==> src/rtl/sd_iir_filter_mc.sv <==
// Time-multiplexed sigma-delta IIR filter: one shared STAGES-deep datapath evaluates one
// channel per clock, with double-buffered coefficients committed on frame boundaries.
module sd_iir_filter_mc #(
    parameter int               WIDTH    = 32,
    parameter int               STAGES   = 4,
    parameter int               CHANNELS = 2,
    parameter int               SHIFT    = 7,
    parameter int               SAT      = 0,
    parameter logic [WIDTH-1:0] SD_INIT  = '0,
    localparam int              NCOEF    = 2 * STAGES + 1,
    localparam int              AW       = $clog2(NCOEF)
) (
    input  logic                filter_clock,
    input  logic                reset,
    input  logic                sample_strobe,
    input  logic [CHANNELS-1:0] bit_in,
    output logic [CHANNELS-1:0] bit_out,
    output logic                out_valid,
    output logic                busy,
    output logic                overrun,
    input  logic                coef_we,
    input  logic [AW-1:0]       coef_addr,
    input  logic [WIDTH-1:0]    coef_wdata,
    input  logic                coef_commit
);
    localparam int CW = (CHANNELS > 1) ? $clog2(CHANNELS) : 1;
    localparam logic signed [WIDTH-1:0] MAX_V = {1'b0, {(WIDTH-1){1'b1}}};
    localparam logic signed [WIDTH-1:0] MIN_V = {1'b1, {(WIDTH-1){1'b0}}};

    typedef enum logic [1:0] {IDLE, RUN, DONE} state_t;
    typedef logic signed [WIDTH-1:0] word_t;

    // Every node is computed one bit wider, then either wrapped or clamped back to WIDTH.
    function automatic word_t clamp(input logic signed [WIDTH:0] v);
        if (SAT != 0 && v[WIDTH] != v[WIDTH-1])
            return v[WIDTH] ? MIN_V : MAX_V;
        return v[WIDTH-1:0];
    endfunction

    function automatic word_t s_add(input word_t a, input word_t b);
        return clamp({a[WIDTH-1], a} + {b[WIDTH-1], b});
    endfunction

    function automatic word_t s_sub(input word_t a, input word_t b);
        return clamp({a[WIDTH-1], a} - {b[WIDTH-1], b});
    endfunction

    function automatic word_t pm(input word_t g, input logic sel);
        return sel ? g : s_sub('0, g);
    endfunction

    state_t                state_q, state_d;
    logic [CW-1:0]         ch_q, ch_d;
    logic [CHANNELS-1:0]   bits_q, bits_d;
    logic [CHANNELS-1:0]   bit_out_q, bit_out_d;
    logic                  out_valid_q, out_valid_d;
    logic                  busy_q, busy_d;
    logic                  overrun_q, overrun_d;
    logic                  pend_q, pend_d;
    logic                  apply_commit;

    word_t d_q      [CHANNELS][STAGES];
    word_t d_d      [CHANNELS][STAGES];
    word_t sd_q     [CHANNELS];
    word_t sd_d     [CHANNELS];
    word_t shadow_q [NCOEF];
    word_t shadow_d [NCOEF];
    word_t active_q [NCOEF];
    word_t active_d [NCOEF];

    word_t d_cur [STAGES];
    word_t d_new [STAGES];
    logic  x_cur, q_cur;
    word_t s_val, fs_val, sd_new;

    assign x_cur = bits_q[ch_q];
    assign q_cur = ~sd_q[ch_q][WIDTH-1];

    for (genvar gi = 0; gi < STAGES; gi++) begin : g_stage
        word_t fwd, acc;
        assign d_cur[gi] = d_q[ch_q][gi];
        if (gi == 0) begin : g_first
            assign fwd = '0;
        end else begin : g_rest
            assign fwd = d_cur[gi-1] >>> SHIFT;
        end
        assign acc       = s_add(s_sub(pm(active_q[gi], x_cur),
                                       pm(active_q[STAGES+1+gi], q_cur)), fwd);
        assign d_new[gi] = s_sub(acc, d_cur[gi]);
    end

    assign s_val  = s_add(pm(active_q[STAGES], x_cur), d_cur[STAGES-1] >>> SHIFT);
    assign fs_val = q_cur ? MAX_V : MIN_V;
    assign sd_new = s_sub(s_sub(s_val, fs_val), sd_q[ch_q]);

    always_comb begin
        d_d  = d_q;
        sd_d = sd_q;
        if (state_q == RUN) begin
            for (int k = 0; k < STAGES; k++)
                d_d[ch_q][k] = d_new[k];
            sd_d[ch_q] = sd_new;
        end
    end

    // Shadow write is folded in before the copy so a same-cycle write joins the commit.
    always_comb begin
        shadow_d     = shadow_q;
        active_d     = active_q;
        pend_d       = pend_q;
        apply_commit = 1'b0;
        if (coef_we && coef_addr < AW'(NCOEF))
            shadow_d[coef_addr] = coef_wdata;
        case (state_q)
            IDLE:    apply_commit = coef_commit;
            RUN:     pend_d = pend_q | coef_commit;
            default: begin
                apply_commit = pend_q | coef_commit;
                pend_d       = 1'b0;
            end
        endcase
        if (apply_commit)
            active_d = shadow_d;
    end

    always_comb begin
        state_d     = state_q;
        ch_d        = ch_q;
        bits_d      = bits_q;
        bit_out_d   = bit_out_q;
        out_valid_d = 1'b0;
        busy_d      = busy_q;
        overrun_d   = overrun_q;
        case (state_q)
            IDLE: begin
                if (sample_strobe) begin
                    bits_d  = bit_in;
                    ch_d    = '0;
                    busy_d  = 1'b1;
                    state_d = RUN;
                end
            end
            RUN: begin
                if (sample_strobe)
                    overrun_d = 1'b1;
                if (ch_q == CW'(CHANNELS - 1))
                    state_d = DONE;
                else
                    ch_d = ch_q + 1'b1;
            end
            default: begin
                if (sample_strobe)
                    overrun_d = 1'b1;
                for (int c = 0; c < CHANNELS; c++)
                    bit_out_d[c] = ~sd_q[c][WIDTH-1];
                out_valid_d = 1'b1;
                busy_d      = 1'b0;
                state_d     = IDLE;
            end
        endcase
    end

    always_ff @(posedge filter_clock) begin
        if (reset) begin
            state_q     <= IDLE;
            ch_q        <= '0;
            bits_q      <= '0;
            bit_out_q   <= {CHANNELS{~SD_INIT[WIDTH-1]}};
            out_valid_q <= 1'b0;
            busy_q      <= 1'b0;
            overrun_q   <= 1'b0;
            pend_q      <= 1'b0;
            for (int c = 0; c < CHANNELS; c++) begin
                sd_q[c] <= SD_INIT;
                for (int k = 0; k < STAGES; k++)
                    d_q[c][k] <= '0;
            end
            for (int i = 0; i < NCOEF; i++) begin
                shadow_q[i] <= '0;
                active_q[i] <= '0;
            end
        end else begin
            state_q     <= state_d;
            ch_q        <= ch_d;
            bits_q      <= bits_d;
            bit_out_q   <= bit_out_d;
            out_valid_q <= out_valid_d;
            busy_q      <= busy_d;
            overrun_q   <= overrun_d;
            pend_q      <= pend_d;
            d_q         <= d_d;
            sd_q        <= sd_d;
            shadow_q    <= shadow_d;
            active_q    <= active_d;
        end
    end

    assign bit_out   = bit_out_q;
    assign out_valid = out_valid_q;
    assign busy      = busy_q;
    assign overrun   = overrun_q;
endmodule

==> config.mk <==
export PLATFORM = sky130hd
export DESIGN_NAME = sd_iir_filter_mc
export DESIGN_NICKNAME = d
export VERILOG_FILES = /design/src/rtl/sd_iir_filter_mc.sv
export SDC_FILE = /design/constraint.sdc
export NUM_CORES = 2
export LEC_CHECK = 0
export ABC_AREA = 1
export ABC_CLOCK_PERIOD_IN_PS = 6560
export BUFFER_PORTS_ARGS = -buffer_cell sky130_fd_sc_hd__buf_2
export CORE_MARGIN = 2
export CORE_UTILIZATION = 55
export DETAILED_ROUTE_END_ITERATION = 8
export GPL_TIMING_DRIVEN = 0
export PLACE_DENSITY = 0.75
export SYNTH_ARGS = -nofsm -noshare
export SYNTH_HDL_FRONTEND = slang
export SYNTH_SLANG_ARGS = --single-unit
==> constraint.sdc <==
create_clock -name filter_clock -period 6.56 [get_ports filter_clock]
set_input_delay 0.656 -clock filter_clock [delete_from_list [all_inputs] [get_ports filter_clock]]
set_output_delay 0.656 -clock filter_clock [all_outputs]
set_load 0.02 [all_outputs]
==> impl_summary.txt <==
----------------------------------------------------
[Synthesis]
  Leading post-synthesis cells by cell area ... dfxtp_1, inv_1, nand2_1, fa_1, o21ai_0
  Register area share after synthesis ... 30.5%
  Gate count of the mapped netlist ... 8,732
  Top cell type's share of synthesized area ... 30.5%
  Number of flip-flops and latches in the synthesized netlist ... 907
  Synthesized area per cell ... roughly 6.8 um2
  Largest area contributor in the netlist ... dfxtp_1
  Netlist cell types ... 58
  Most frequently used flop master after synthesis ... dfxtp_1
  Count of flip-flops with a built-in enable after synthesis ... 0
  Syn. warnings ... 0
  Net count after synthesis ... around 9,000
  Cell Area, Synth ... 0.0595 mm2
  Synth async-reset ratio ... 0%

[Power]
  PnR Total Power ... between 30 and 40 mW
  Worst-case vdd ir drop ... 0.279 mV
  Static leakage ... 33.1 nW
  Power Density ... approximately 480 mW/mm2

[Detailed routing]
  First DRT Iteration DRCs ... 8,496
  Routed Wire Length ... 242,000 um
  Vias after detailed routing ... 59,400
  Avg Vias per Cell ... 5.73
  Count of unresolved DRC violations after routing ... 0
  Total iterations of the first detailed-routing run ... 8
  Wirelength per Cell ... 23.4 um
  Detail Route Antenna Nets ... 0

[Timing]
  Setup TNS Final ... 0 ns
  Final number of max-transition violations ... 12
  Unrepaired setup endpoints after global routing ... no
  Worst slew margin relative to its limit ... -6.34%
  Post-route worst hold slack ... approximately 0.24 ns
  Layout Skew ... 0.0577 ns
  Worst slew pin tran ... 1.60 ns
  Fin. Hold Viols ... 0
  Max frequency ... about 150 MHz
  Share of the clock period used by the worst path ... 99.7%
  Post-route minimum period ... 6.54 ns
  Count of final setup violators ... 0

[Run]
  Number of max-cap violations ... 3

[Critical path]
  Req. time, crit path ... 7.22 ns
  Endpoint kind of the worst setup timing path ... register
  WS Path Type ... register to register
  Arrival time of data at the critical path endpoint ... 7.19 ns
  Crit path max fanout ... 10
  Startpoint class of the critical path ... register

[Finish]
  # fillers ... 10,200
  Share of cells above drive strength 1 ... 4.44%
  Final Net Count ... 9,364
  Multi-input gate area in the final layout ... between 0.03 and 0.04 mm2
  FF+latch area ... 0.0182 mm2
  Final design area excluding fillers ... about 0.065 mm2
  Layout area overhead ... 9.07%

[Clock tree]
  Clock sink count ... 907
  Post-cts hold buffer count ... 0
  TritonCTS Buffers ... 98
  Clock tree buffer depth ... 3
  Post-CTS Setup Inserts ... 0
  Clk Latency, worst-skew pair ... 0.75 ns
  Maximum level of the CTS H-tree ... 3
  Clk slew on worst S/H paths ... 0.06 ns
  Cell at the root of the clock tree ... clkbuf_16
  Clock tree from TritonCTS ... done

[Placed design]
  Port Buffers ... between 40 and 50
  GPL Wtd Cong ... 1.07
  Final HPWL from detailed placement ... just under 200,000 um
  Cell area after placement ... 0.0615 mm2

[Floorplanning]
  Die Y-Extent ... ~330 um
  Die area ... about 0.11 mm2
  Initial core utilization ... 55.5%
  Number of placement rows ... 120
  Die width ... 333 um
  Std-Cell Core Area ... 0.107 mm2
  I/O pin total ... 48

[GRT]
  Met3 track utilization from global routing ... 12.3%
  Largest net degree at the start of global routing ... 40
  Wire length of the first global-routing pass ... between 300,000 and 400,000 um
  Met1 GRT Util ... 61.5%
  Via count of the first global-routing pass ... 53,800
  Most used routing layer ... met1
  Global-route total usage across every layer ... between 40% and 50%
  Met2 track demand over resource ... 58.3%
  Remaining global-route overflow ... 0
  Number of antenna violations at the first check in global routing ... 6

[Run status]
  Outcome ... finished, violations left
  Failing checks ... capacitance limit, slew limit

[Hold path]
  Min-Delay Path Class ... primary input to register

----------------------------------------------------
==> flip-flops by register name, summed over array words and instances, names as in the netlist, 2 cells and up <==
register  flops
bit_out       2
state_q       2
bits_q        2
shadow_q    288
sd_q         64
active_q    288
d_q         256
==> synthesized netlist by cell type (9+ instances only) <==
cell type and instances:
clkinv_1 33, o21ai_0 762, a21o_1 18, fa_1 279, a21oi_1 535, mux2i_1 17
inv_2 9, xor2_1 246, nand3_1 368, o211ai_1 70, o21bai_1 75, o21ai_2 13
nand2_2 20, or2_2 21, nand3b_1 17, nand2_1 1672, nor2_1 978, nor4_1 17
nor2_2 10, a31oi_1 24, buf_2 78, clkbuf_1 229, inv_1 1672, o31ai_1 13
o21a_1 63, buf_1 40, ha_1 165, dfxtp_1 907, a21boi_0 9, nand4_1 66
nor3_1 65, o21ai_1 92, xnor2_1 94
==> routing by layer <==
layer	share of wire (%)	vias up
met5	0	-
met4	5.4	0
met3	15	623
met2	38	3558
met1	41	27900
li1	-	27400
==> repair_timing <==
action                                  CTS  global route
pin swaps                                 0             0
resized for setup                         1             5
endpoints found under the setup margin   32            27
==> report_power, final <==
group	internal [mW]	leakage [nW]	total, mW	switching, mW
sequential	5.82	7.35	5.98	0.160
combinational	5.54	24.1	19.0	13.5
clock	3.37	1.67	5.90	2.52
total	14.7	33.1	30.9	16.2
==> layout make-up <==
cell class                 instances  area share, %
timing repair buffer              45          0.351
buffer                           354           2.28
tap                             1403           2.70
clock inverter                    45          0.977
antenna                            1        0.00385
sequential                       907           28.0
inverter                        1715           9.92
clock buffer                     136           4.26
multi-input combinational       5756           51.5
==> worst max-delay path, stage by stage, from the launching register on <==
cell and delay [ns]:
dfxtp_1 0.32, buf_6 0.19, buf_6 0.20, buf_2 0.21, clkbuf_1 1.04, o21ai_0 0.79, fa_1 0.71, inv_1 0.06
fa_1 0.53, inv_1 0.05, ha_1 0.36, a21oi_1 0.27, o21ai_0 0.22, a21oi_1 0.23, o21ai_0 0.28, a21boi_0 0.32
xor2_1 0.42, o21ai_0 0.15, inv_1 0.09
==> path summary, 6_finish.rpt <==
| path | slack, ns | depth (start not counted) | from | to |
|---|---|---|---|---|
| worst max-delay path | 0.02 | 18 | ch_q | d_q[49] |
| worst min-delay path | 0.24 | 3 | bit_in[0] | bits_q[0] |
| worst max register to register | 0.02 | 18 | ch_q | d_q[49] |
| worst min register to register | 0.44 | 2 | overrun | overrun |
==> layout by cell type (no fill, tap or decap), types with 24 or more instances in the layout <==
cell type,n
xor2_1,246
nor3_1,65
nor2_1,978
o21a_1,63
o21bai_1,75
a31oi_1,24
nand2_1,1672
fa_1,279
o211ai_1,70
clkbuf_1,250
o21ai_0,761
xnor2_1,94
nand4_1,66
buf_1,39
a21oi_1,535
o21ai_1,93
clkinv_1,33
inv_1,1672
buf_2,121
ha_1,165
nand3_1,368
dfxtp_1,907
clkbuf_16,99
==> through the flow <==
step	worst slack, ns	instances	util, %
global placement	-0.211	10200	57.4
floorplan	2.12	8732	-
global route	0.0164	10400	60.6
finish	0.0220	10400	60.6
detailed placement	-0.274	10200	57.4
CTS	0.270	10400	60.5
==> cells by family after synthesis <==
kind of cell / count (synthesis) / synth area share (%)
and+or+nand+nor: 3262 / 22.5
adders and majority gates: 444 / 12.9
buffers and inverters: 2069 / 13.3
muxes: 17 / 0.286
xor gates and xnor gates: 340 / 5.00
DFF: 907 / 30.5
AOI/OAI and AO/OA: 1693 / 15.6
(Power assumes the default switching activity.)
